### config.mk
export PLATFORM = sky130hd
export DESIGN_NAME = touch_key_decoder
export DESIGN_NICKNAME = d
export VERILOG_FILES = /design/src/rtl/touch_key_decoder.sv
export SDC_FILE = /design/constraint.sdc
export NUM_CORES = 1
export LEC_CHECK = 0
export CORE_ASPECT_RATIO = 2
export CORE_MARGIN = 2
export CORE_UTILIZATION = 47
export CTS_CLUSTER_SIZE = 8
export DETAILED_ROUTE_END_ITERATION = 10
export PLACE_DENSITY_LB_ADDON = 0.05
export SETUP_SLACK_MARGIN = 0.2
export SYNTH_ARGS = -nofsm -noshare
export SYNTH_HDL_FRONTEND = slang
export SYNTH_SLANG_ARGS = --single-unit
### constraint.sdc
create_clock -name sys_clk -period 5.41 [get_ports sys_clk]
set_clock_uncertainty 0.1 [all_clocks]
set_input_delay 1.082 -clock sys_clk [delete_from_list [all_inputs] [get_ports sys_clk]]
set_output_delay 1.082 -clock sys_clk [all_outputs]
set_load 0.01 [all_outputs]
### src/rtl/touch_key_decoder.sv
// Touch-panel key decoder: maps registered touch coordinates onto a button grid,
// debounces the press and emits one key_valid pulse per confirmed press/release cycle.
module touch_key_decoder #(
   parameter int unsigned DEBOUNCE_CYC = 500000,
   parameter int unsigned RELEASE_CYC  = 500000,
   parameter int unsigned X0           = 40,
   parameter int unsigned Y0           = 120,
   parameter int unsigned CELL_W       = 180,
   parameter int unsigned CELL_H       = 120,
   parameter int unsigned KEY_COLS     = 4,
   parameter int unsigned KEY_ROWS     = 3
) (
   input  logic        sys_clk,
   input  logic        sys_rst,
   input  logic [31:0] touch_data,
   output logic        key_valid,
   output logic [3:0]  key_code,
   output logic        key_hold,
   output logic [15:0] key_x,
   output logic [15:0] key_y
);

   localparam int unsigned MAX_CYC = (DEBOUNCE_CYC > RELEASE_CYC) ? DEBOUNCE_CYC : RELEASE_CYC;
   localparam int unsigned CNT_W   = $clog2(MAX_CYC) + 1;

   typedef enum logic [1:0] {S_IDLE, S_DEBOUNCE, S_PRESSED} state_t;

   state_t           r_state;
   logic [31:0]      r_touch;
   logic [3:0]       r_cand;
   logic [CNT_W-1:0] r_cnt;
   logic [CNT_W-1:0] r_rcnt;

   logic [16:0] w_x;
   logic [16:0] w_y;
   logic [1:0]  w_col;
   logic [1:0]  w_row;
   logic [3:0]  w_code;
   logic        w_touch;
   logic        w_in_grid;
   logic        w_cell;
   logic        w_restart;
   logic        w_accept;

   // 17-bit coordinates keep the grid's far edge from wrapping
   assign w_x     = {1'b0, r_touch[31:16]};
   assign w_y     = {1'b0, r_touch[15:0]};
   assign w_touch = (r_touch != 32'h0);

   // Cell index by threshold counting; no divider needed
   always_comb begin
      w_col = '0;
      w_row = '0;
      for (int unsigned k = 1; k < KEY_COLS; k++) begin
         if (w_x >= 17'(X0 + k * CELL_W)) w_col = w_col + 2'd1;
      end
      for (int unsigned k = 1; k < KEY_ROWS; k++) begin
         if (w_y >= 17'(Y0 + k * CELL_H)) w_row = w_row + 2'd1;
      end
   end

   assign w_in_grid = (w_x >= 17'(X0)) && (w_x < 17'(X0 + KEY_COLS * CELL_W)) &&
                      (w_y >= 17'(Y0)) && (w_y < 17'(Y0 + KEY_ROWS * CELL_H));
   assign w_code    = ({2'b00, w_row} * 4'(KEY_COLS)) + {2'b00, w_col};
   assign w_cell    = w_touch && w_in_grid;

   // A new candidate starts the count at 1, so a single-cycle debounce accepts immediately
   assign w_restart = w_cell && ((r_state == S_IDLE) ||
                                 ((r_state == S_DEBOUNCE) && (w_code != r_cand)));
   assign w_accept  = w_cell && ((w_restart && (DEBOUNCE_CYC == 1)) ||
                                 ((r_state == S_DEBOUNCE) && (w_code == r_cand) &&
                                  (r_cnt >= CNT_W'(DEBOUNCE_CYC - 1))));

   always_ff @(posedge sys_clk or posedge sys_rst) begin
      if (sys_rst) begin
         r_state   <= S_IDLE;
         r_touch   <= '0;
         r_cand    <= '0;
         r_cnt     <= '0;
         r_rcnt    <= '0;
         key_valid <= 1'b0;
         key_code  <= '0;
         key_hold  <= 1'b0;
         key_x     <= '0;
         key_y     <= '0;
      end else begin
         r_touch   <= touch_data;
         key_valid <= 1'b0;
         if (w_accept) begin
            r_state   <= S_PRESSED;
            r_cand    <= w_code;
            r_cnt     <= CNT_W'(DEBOUNCE_CYC);
            r_rcnt    <= '0;
            key_valid <= 1'b1;
            key_code  <= w_code;
            key_hold  <= 1'b1;
            key_x     <= r_touch[31:16];
            key_y     <= r_touch[15:0];
         end else begin
            case (r_state)
               S_IDLE: begin
                  if (w_restart) begin
                     r_state <= S_DEBOUNCE;
                     r_cand  <= w_code;
                     r_cnt   <= CNT_W'(1);
                  end
               end
               S_DEBOUNCE: begin
                  if (!w_cell) begin
                     r_state <= S_IDLE;
                     r_cnt   <= '0;
                  end else if (w_restart) begin
                     r_cand <= w_code;
                     r_cnt  <= CNT_W'(1);
                  end else if (r_cnt < CNT_W'(DEBOUNCE_CYC)) begin
                     r_cnt <= r_cnt + CNT_W'(1);
                  end
               end
               S_PRESSED: begin
                  key_hold <= 1'b1;
                  // Any nonzero word, even off-grid, counts as still pressed
                  if (w_touch) begin
                     r_rcnt <= '0;
                  end else if (r_rcnt >= CNT_W'(RELEASE_CYC - 1)) begin
                     r_state  <= S_IDLE;
                     r_rcnt   <= '0;
                     r_cnt    <= '0;
                     key_hold <= 1'b0;
                  end else begin
                     r_rcnt <= r_rcnt + CNT_W'(1);
                  end
               end
               default: r_state <= S_IDLE;
            endcase
         end
      end
   end

endmodule

==> key figures, run 1 <==
Synth
  • Post-synthesis cell type count: 61
  • Post-synth net total: 536
  • Count leader, synth: dfrtp_1
  • Post-synth ARST share: between 90% and 100%
  • Main synth FF type: dfrtp_1
  • Post-synth top area share: 54.36%
  • Mapped Cells: just under 500
  • Synthesis-stage register bit count: approximately 120
  • Synth area leaders: dfrtp_1 (54%), mux2_2 (6.1%), o21ai_0 (3.2%)
  • Synth area leader: dfrtp_1
  • Mapped Avg Cell Area: 10.81 um2
  • Yosys warnings: 0
  • Sequential area share after synthesis: 54.36%
  • Post-synth EDFFs: 0
  • Commonest cells in the netlist: dfrtp_1 (116), nand2_1 (34), o21ai_0 (34)
  • Area of the mapped netlist: 5340 um2

Timing
  • Fin. Hold Viols: 0
  • Final setup viols: 0
  • Rel. slew slack: a little over a quarter
  • Worst-Margin Slew: 1.097 ns
  • Tmin final: between 3 and 4 ns
  • Final Slew Violations: 0
  • Period utilisation layout: a little over two thirds
  • F_max: 264.3 MHz
  • Setup tns final: 0 ns
  • RSZ-0062 raised after global routing: false

Pwr
  • Power Density: around 330 nW/um2
  • Worst VDD drop: 0.2317 mV
  • LEAKAGE: ~3 nW
  • Overall power: between 2 and 2.5 mW

Critical path
  • Critical path's slowest cell: or4_1
  • Worst endpoint data arrival time: 3.96 ns
  • Startpoint types: flip-flop
  • Critical path cell sequence: nor4_4 -> nand2_1 -> or3_1 -> ha_1 -> xnor2_1 -> xnor2_1 -> nand2_1 -> or4_1 -> and2_1 -> mux2_2
  • Worst stage delay on the critical path: 0.77 ns
  • CP Max Fanout: 11
  • Setup CP Type: reg -> reg
  • Worst EP required: 5.58 ns
  • CP top delay family: simple AND/OR/NAND/NOR gates
  • Buf/Inv on CP: 0
  • Worst setup EP type: flip-flop

CTS
  • Clock buffer count from CTS: 17
  • Resized cells post-CTS: 0
  • Number of post-CTS setup repair buffers: 0
  • Clock Latency Late Sink: 0.41 ns
  • Clock sink total: 116
  • Clock transition at path regs: 0.06 ns
  • Htree depth: 4
  • Hold buffer count at CTS: 0
  • CTS tree: yes
  • Longest Clk Path Bufs: 2
  • CTS root buffer: clkbuf_16

Global route
  • Global route overflow: 0
  • GRT Total Usage: 22.37%
  • Initial antenna violation count: 0
  • Pin count of the biggest net entering global routing: 42
  • First-pass GRT wire length: 21.25 mm
  • Vias in the first global route: 4,335

Worst hold path
  • Worst hold path type: reg -> reg

Die
  • Area of the die: 12,280 um2
  • Die Height: 154.7 um
  • I/O pin cnt: 72
  • Core Box Area: 11,220 um2
  • Width of the die: roughly 79 um
  • Num rows: 55
  • Initial Utilization: 47.61%

Route
  • Routed len/inst: 17.54 um
  • Routed Wire Length: 12.70 mm
  • DR pass1 iterations: 4
  • Vias: 4,145
  • Initial DRC count: 207
  • DR vias/cell: 5.725
  • DRC violations left: 0
  • Post-route ant nets: 0

Cells and area
  • NumNets Final: 611
  • N_diodes: 0
  • Storage element area: 2903 um2
  • Footprint of the multi-input gates: between 2000 and 2500 um2
  • Filler cells: 914
  • Share of post-route cells with drive strength above 1: 13.06%
  • Area Overhead vs Synth: 27.37%

Run
  • Maxcap violations: 0

Place
  • Port bufs: 71
  • Routability cong.: 0.8235
  • Detailed Place HPWL: 9.078 mm

Run status
  • Status: complete, no violations
==> registers in the layout, summed over array words and instances, names as in the netlist <==
register	flops
key_hold	1
r_state	2
key_x	16
key_y	16
key_valid	1
r_touch	32
r_rcnt	20
r_cnt	20
key_code	4
r_cand	4
==> where the power goes <==
part | switching [mW] | internal [mW]
clock network | 0.407 | 0.743
logic | 0.115 | 0.0810
registers | 0.0215 | 0.889
total | 0.544 | 1.71
==> worst register-to-register path: stages, from the launching register on <==
cell and delay (ns):
dfrtp_1 0.39, nor4_4 0.45, nand2_1 0.08, or3_1 0.38
ha_1 0.35, xnor2_1 0.19, xnor2_1 0.15, nand2_1 0.30
or4_1 0.77, and2_1 0.23, mux2_2 0.27
==> cells by family (layout without fill, tap and decap cells) <==
group	count (synthesis)	count (layout)	synth area share, %
compound gates	94	94	11.93
buf+inv	38	126	2.882
simple gates	196	196	20.59
mux	34	34	7.052
flops	116	116	54.36
xor+xnor	8	8	1.312
fa+ha+maj	8	8	1.874
==> placed cells by master, fill, tap and decap left out, types with 5 or more instances in the layout <==
cell type	instances
a21oi_1	7
a22oi_1	8
and2_1	25
and3_1	13
buf_4	5
clkbuf_16	17
clkdlybuf4s50_1	71
dfrtp_1	116
ha_1	8
inv_1	17
mux2_2	29
mux2i_1	5
nand2_1	34
nand3_1	27
nand4_1	19
nor2_1	33
nor3_1	10
nor4_1	8
o21ai_0	34
o31ai_1	7
==> cell type report <==
type | count | share of cell area [%]
Timing Repair Buffer | 76 | 11.00
Multi-Input combinational cell | 340 | 33.65
Clock buffer | 19 | 6.512
Clock inverter | 13 | 2.520
Tap cell | 142 | 2.612
Inverter | 18 | 1.030
Sequential cell | 116 | 42.68
==> final timing paths <==
| kind | start | end | slack (ns) | cells after the start |
|---|---|---|---|---|
| min reg2reg | key_y[10] | key_y[10] | 0.38 | 1 |
| max | r_touch[29] | r_cnt[0] | 1.63 | 10 |
| min | key_y[10] | key_y[10] | 0.38 | 1 |
| min in group asynchronous | sys_rst | key_valid | 0.94 | 2 |
| max in group asynchronous | sys_rst | key_x[7] | 3.36 | 3 |
| max reg2reg | r_touch[29] | r_cnt[0] | 1.63 | 10 |
==> stage by stage <==
step	worst slack (ns)	area (um2)	std cells	utilization, %	hold WS (ns)
2_1_floorplan	1.156	5340	494	-	0.3666
3_3_place_gp	1.700	6187	692	55.16	0.3683
3_5_place_dp	1.601	6187	692	55.16	0.3740
4_1_cts	1.608	6802	724	60.64	0.3879
5_1_grt	1.367	6802	724	60.64	0.4015
6_report	1.626	6802	724	60.64	0.3824
==> routing by layer <==
layer	wire [um]	vias up	global-route usage, %	share of wire, %
met5	0	-	0	0
met4	260	0	11.49	2.0
met3	351	20	4.551	2.8
met2	7307	91	40.68	58
met1	4782	2063	23.77	38
li1	-	1971	-	-
Note: power is estimated with default switching activity, not from simulation.
==> run 2: changes to the inputs <==
- clock period: 5.41 -> 3.82 ns (I/O delays scaled with it)
==> run 2 against run 1 <==
Effect of this change: sequential cell count stayed put; non-clock buffer count is 8 higher; die area stayed put; power is 35% higher; worst hold slack worse by 0.0011 ns; sequential power is 42% higher; sequential share of layout area is 0.10 points lower; critical path depth stayed put; combinational power is 39% higher; first-iteration DRC count is 17% lower; core utilization is 0.15 points higher; count of clock-buffer cells in the layout is 1 lower; largest power group unchanged; highest routed layer unchanged.
==> key figures, run 2 (same netlist as run 1, synthesis figures left out) <==
Cells and area
  • Area Overhead vs Synth: 27.67%
  • NumNets Final: just over 600
  • Filler cells: between 900 and 1,000
  • Register with the most flip-flops: r_touch
  • Post-route cell area: about 6800 um2
  • Most common cell after layout, fill and taps aside: dfrtp_1
  • Non-Filler Instances: 732
  • Share of post-route cells with drive strength above 1: 14.41%
  • Largest regs: r_touch x32, r_cnt x20, r_rcnt x20
  • N_diodes: 0
  • Max reg flops: 32
  • Final Util: roughly three fifths
  • Commonest non-fill, non-tap cells in the layout: dfrtp_1 (116), clkdlybuf4s50_1 (71), nand2_1 (34), o21ai_0 (34), nor2_1 (33)

Pwr
  • LEAKAGE: 3.043 nW
  • Power Density: 446.9 nW/um2
  • Overall power: 3.047 mW
  • Worst VDD drop: 0.4012 mV

Timing
  • Rel. slew slack: 37.97%
  • Final setup viols: 0
  • Worst-Margin Slew: roughly 0.9 ns
  • RSZ-0062 raised after global routing: false
  • Final Slew Violations: 0
  • F_max: 304.3 MHz
  • Setup tns final: 0 ns
  • Tmin final: about 3.3 ns
  • Period utilisation layout: between 80 and 90%
  • Fin. Hold Viols: 0
  • Hold_ws: 0.3813 ns
  • Worst path setup slack after routing: approximately 0.53 ns

Die
  • Initial Utilization: between 40 and 50%
  • Num rows: 55
  • Die Height: 154.7 um
  • Width of the die: 79.37 um
  • Core Box Area: 11,220 um2
  • I/O pin cnt: 72
  • Area of the die: ~12,000 um2

Route
  • Initial DRC count: approximately 170
  • Routed len/inst: around 17 um
  • Vias: around 4,200
  • Routed Wire Length: 12.50 mm
  • DR vias/cell: 5.701
  • DRC violations left: 0
  • DR pass1 iterations: 4
  • Post-route ant nets: 0

Critical path
  • Worst endpoint data arrival time: 3.48 ns
  • Worst setup EP type: flip-flop
  • CP Max Fanout: 7
  • Startpoint types: flip-flop
  • Setup CP Type: reg -> reg
  • Worst EP required: 4.01 ns

CTS
  • Clock transition at path regs: roughly 0.060 ns
  • Htree depth: 4
  • Number of post-CTS setup repair buffers: 0
  • Clock sink total: 116
  • Clock buffer count from CTS: 17
  • Clock Latency Late Sink: 0.41 ns
  • Longest Clk Path Bufs: 2
  • CTS tree: yes
  • CTS root buffer: clkbuf_16
  • Hold buffer count at CTS: 0
  • Resized cells post-CTS: 0

Global route
  • First-pass GRT wire length: 20.72 mm
  • Vias in the first global route: 4,255
  • GRT Total Usage: 22.06%
  • Global route overflow: 0
  • Pin count of the biggest net entering global routing: 117
  • Initial antenna violation count: 0

Place
  • Placed cell area: 6261 um2
  • Port bufs: 71
  • Detailed Place HPWL: 8.738 mm
  • Cells after DPL: 700
  • Pre-CTS setup slack: ~0.54 ns
  • Routability cong.: 0.8367

Worst hold path
  • Worst hold path type: reg -> reg

Run status
  • Status: complete, no violations

Run
  • Maxcap violations: 0
-- run 2: changes by cell type in the layout (fill, tap and decap cells not counted), moves of 2 or more --
cell       delta
buf_4         +7
inv_8         +2
bufinv_16     -3
clkinv_4      -2
inv_6         +3
-- run 2: power breakdown --
group	total [mW]	switching (mW)	internal, mW
Clock	1.49	0.622	0.866
Combinational	0.272	0.157	0.115
Sequential	1.29	0.0280	1.26
-- run 2: critical path: stages (launching register included) --
cell	delay [ns]
dfrtp_1	0.39
nor4_4	0.42
nand2_1	0.08
or3_1	0.38
ha_1	0.35
xnor2_1	0.20
xnor2_1	0.09
and2_1	0.20
a31o_2	0.24
a21oi_1	0.34
mux2_2	0.39
-- run 2: path summary, 6_finish.rpt --
path | start | to | slack [ns] | depth (start not counted)
setup / recovery | r_touch[29] | r_cand[1] | 0.53 | 10
hold / removal | key_x[15] | key_x[15] | 0.38 | 1
setup reg to reg | r_touch[29] | r_cand[1] | 0.53 | 10
hold reg to reg | key_x[15] | key_x[15] | 0.38 | 1
max in group asynchronous | sys_rst | r_cnt[12] | 2.37 | 3
min in group asynchronous | sys_rst | key_y[9] | 0.78 | 3
-- run 2: routing by layer --
| layer | global-route usage [%] | share of wire, % | vias up |
|---|---|---|---|
| li1 | - | - | 1981 |
| met1 | 23.00 | 38 | 2083 |
| met2 | 40.92 | 57 | 90 |
| met3 | 5.426 | 3.0 | 19 |
| met4 | 9.278 | 2.2 | 0 |
| met5 | 0 | 0 | - |
-- run 2: layout make-up --
type,instances,area (um2),area share (%)
sequential,116,2903,42.58
multi-input combinational,340,2288,33.57
timing repair buffer,84,820.8,12.04
clock buffer,18,439.2,6.442
tap,142,177.7,2.606
clock inverter,14,117.6,1.725
inverter,18,71.32,1.046
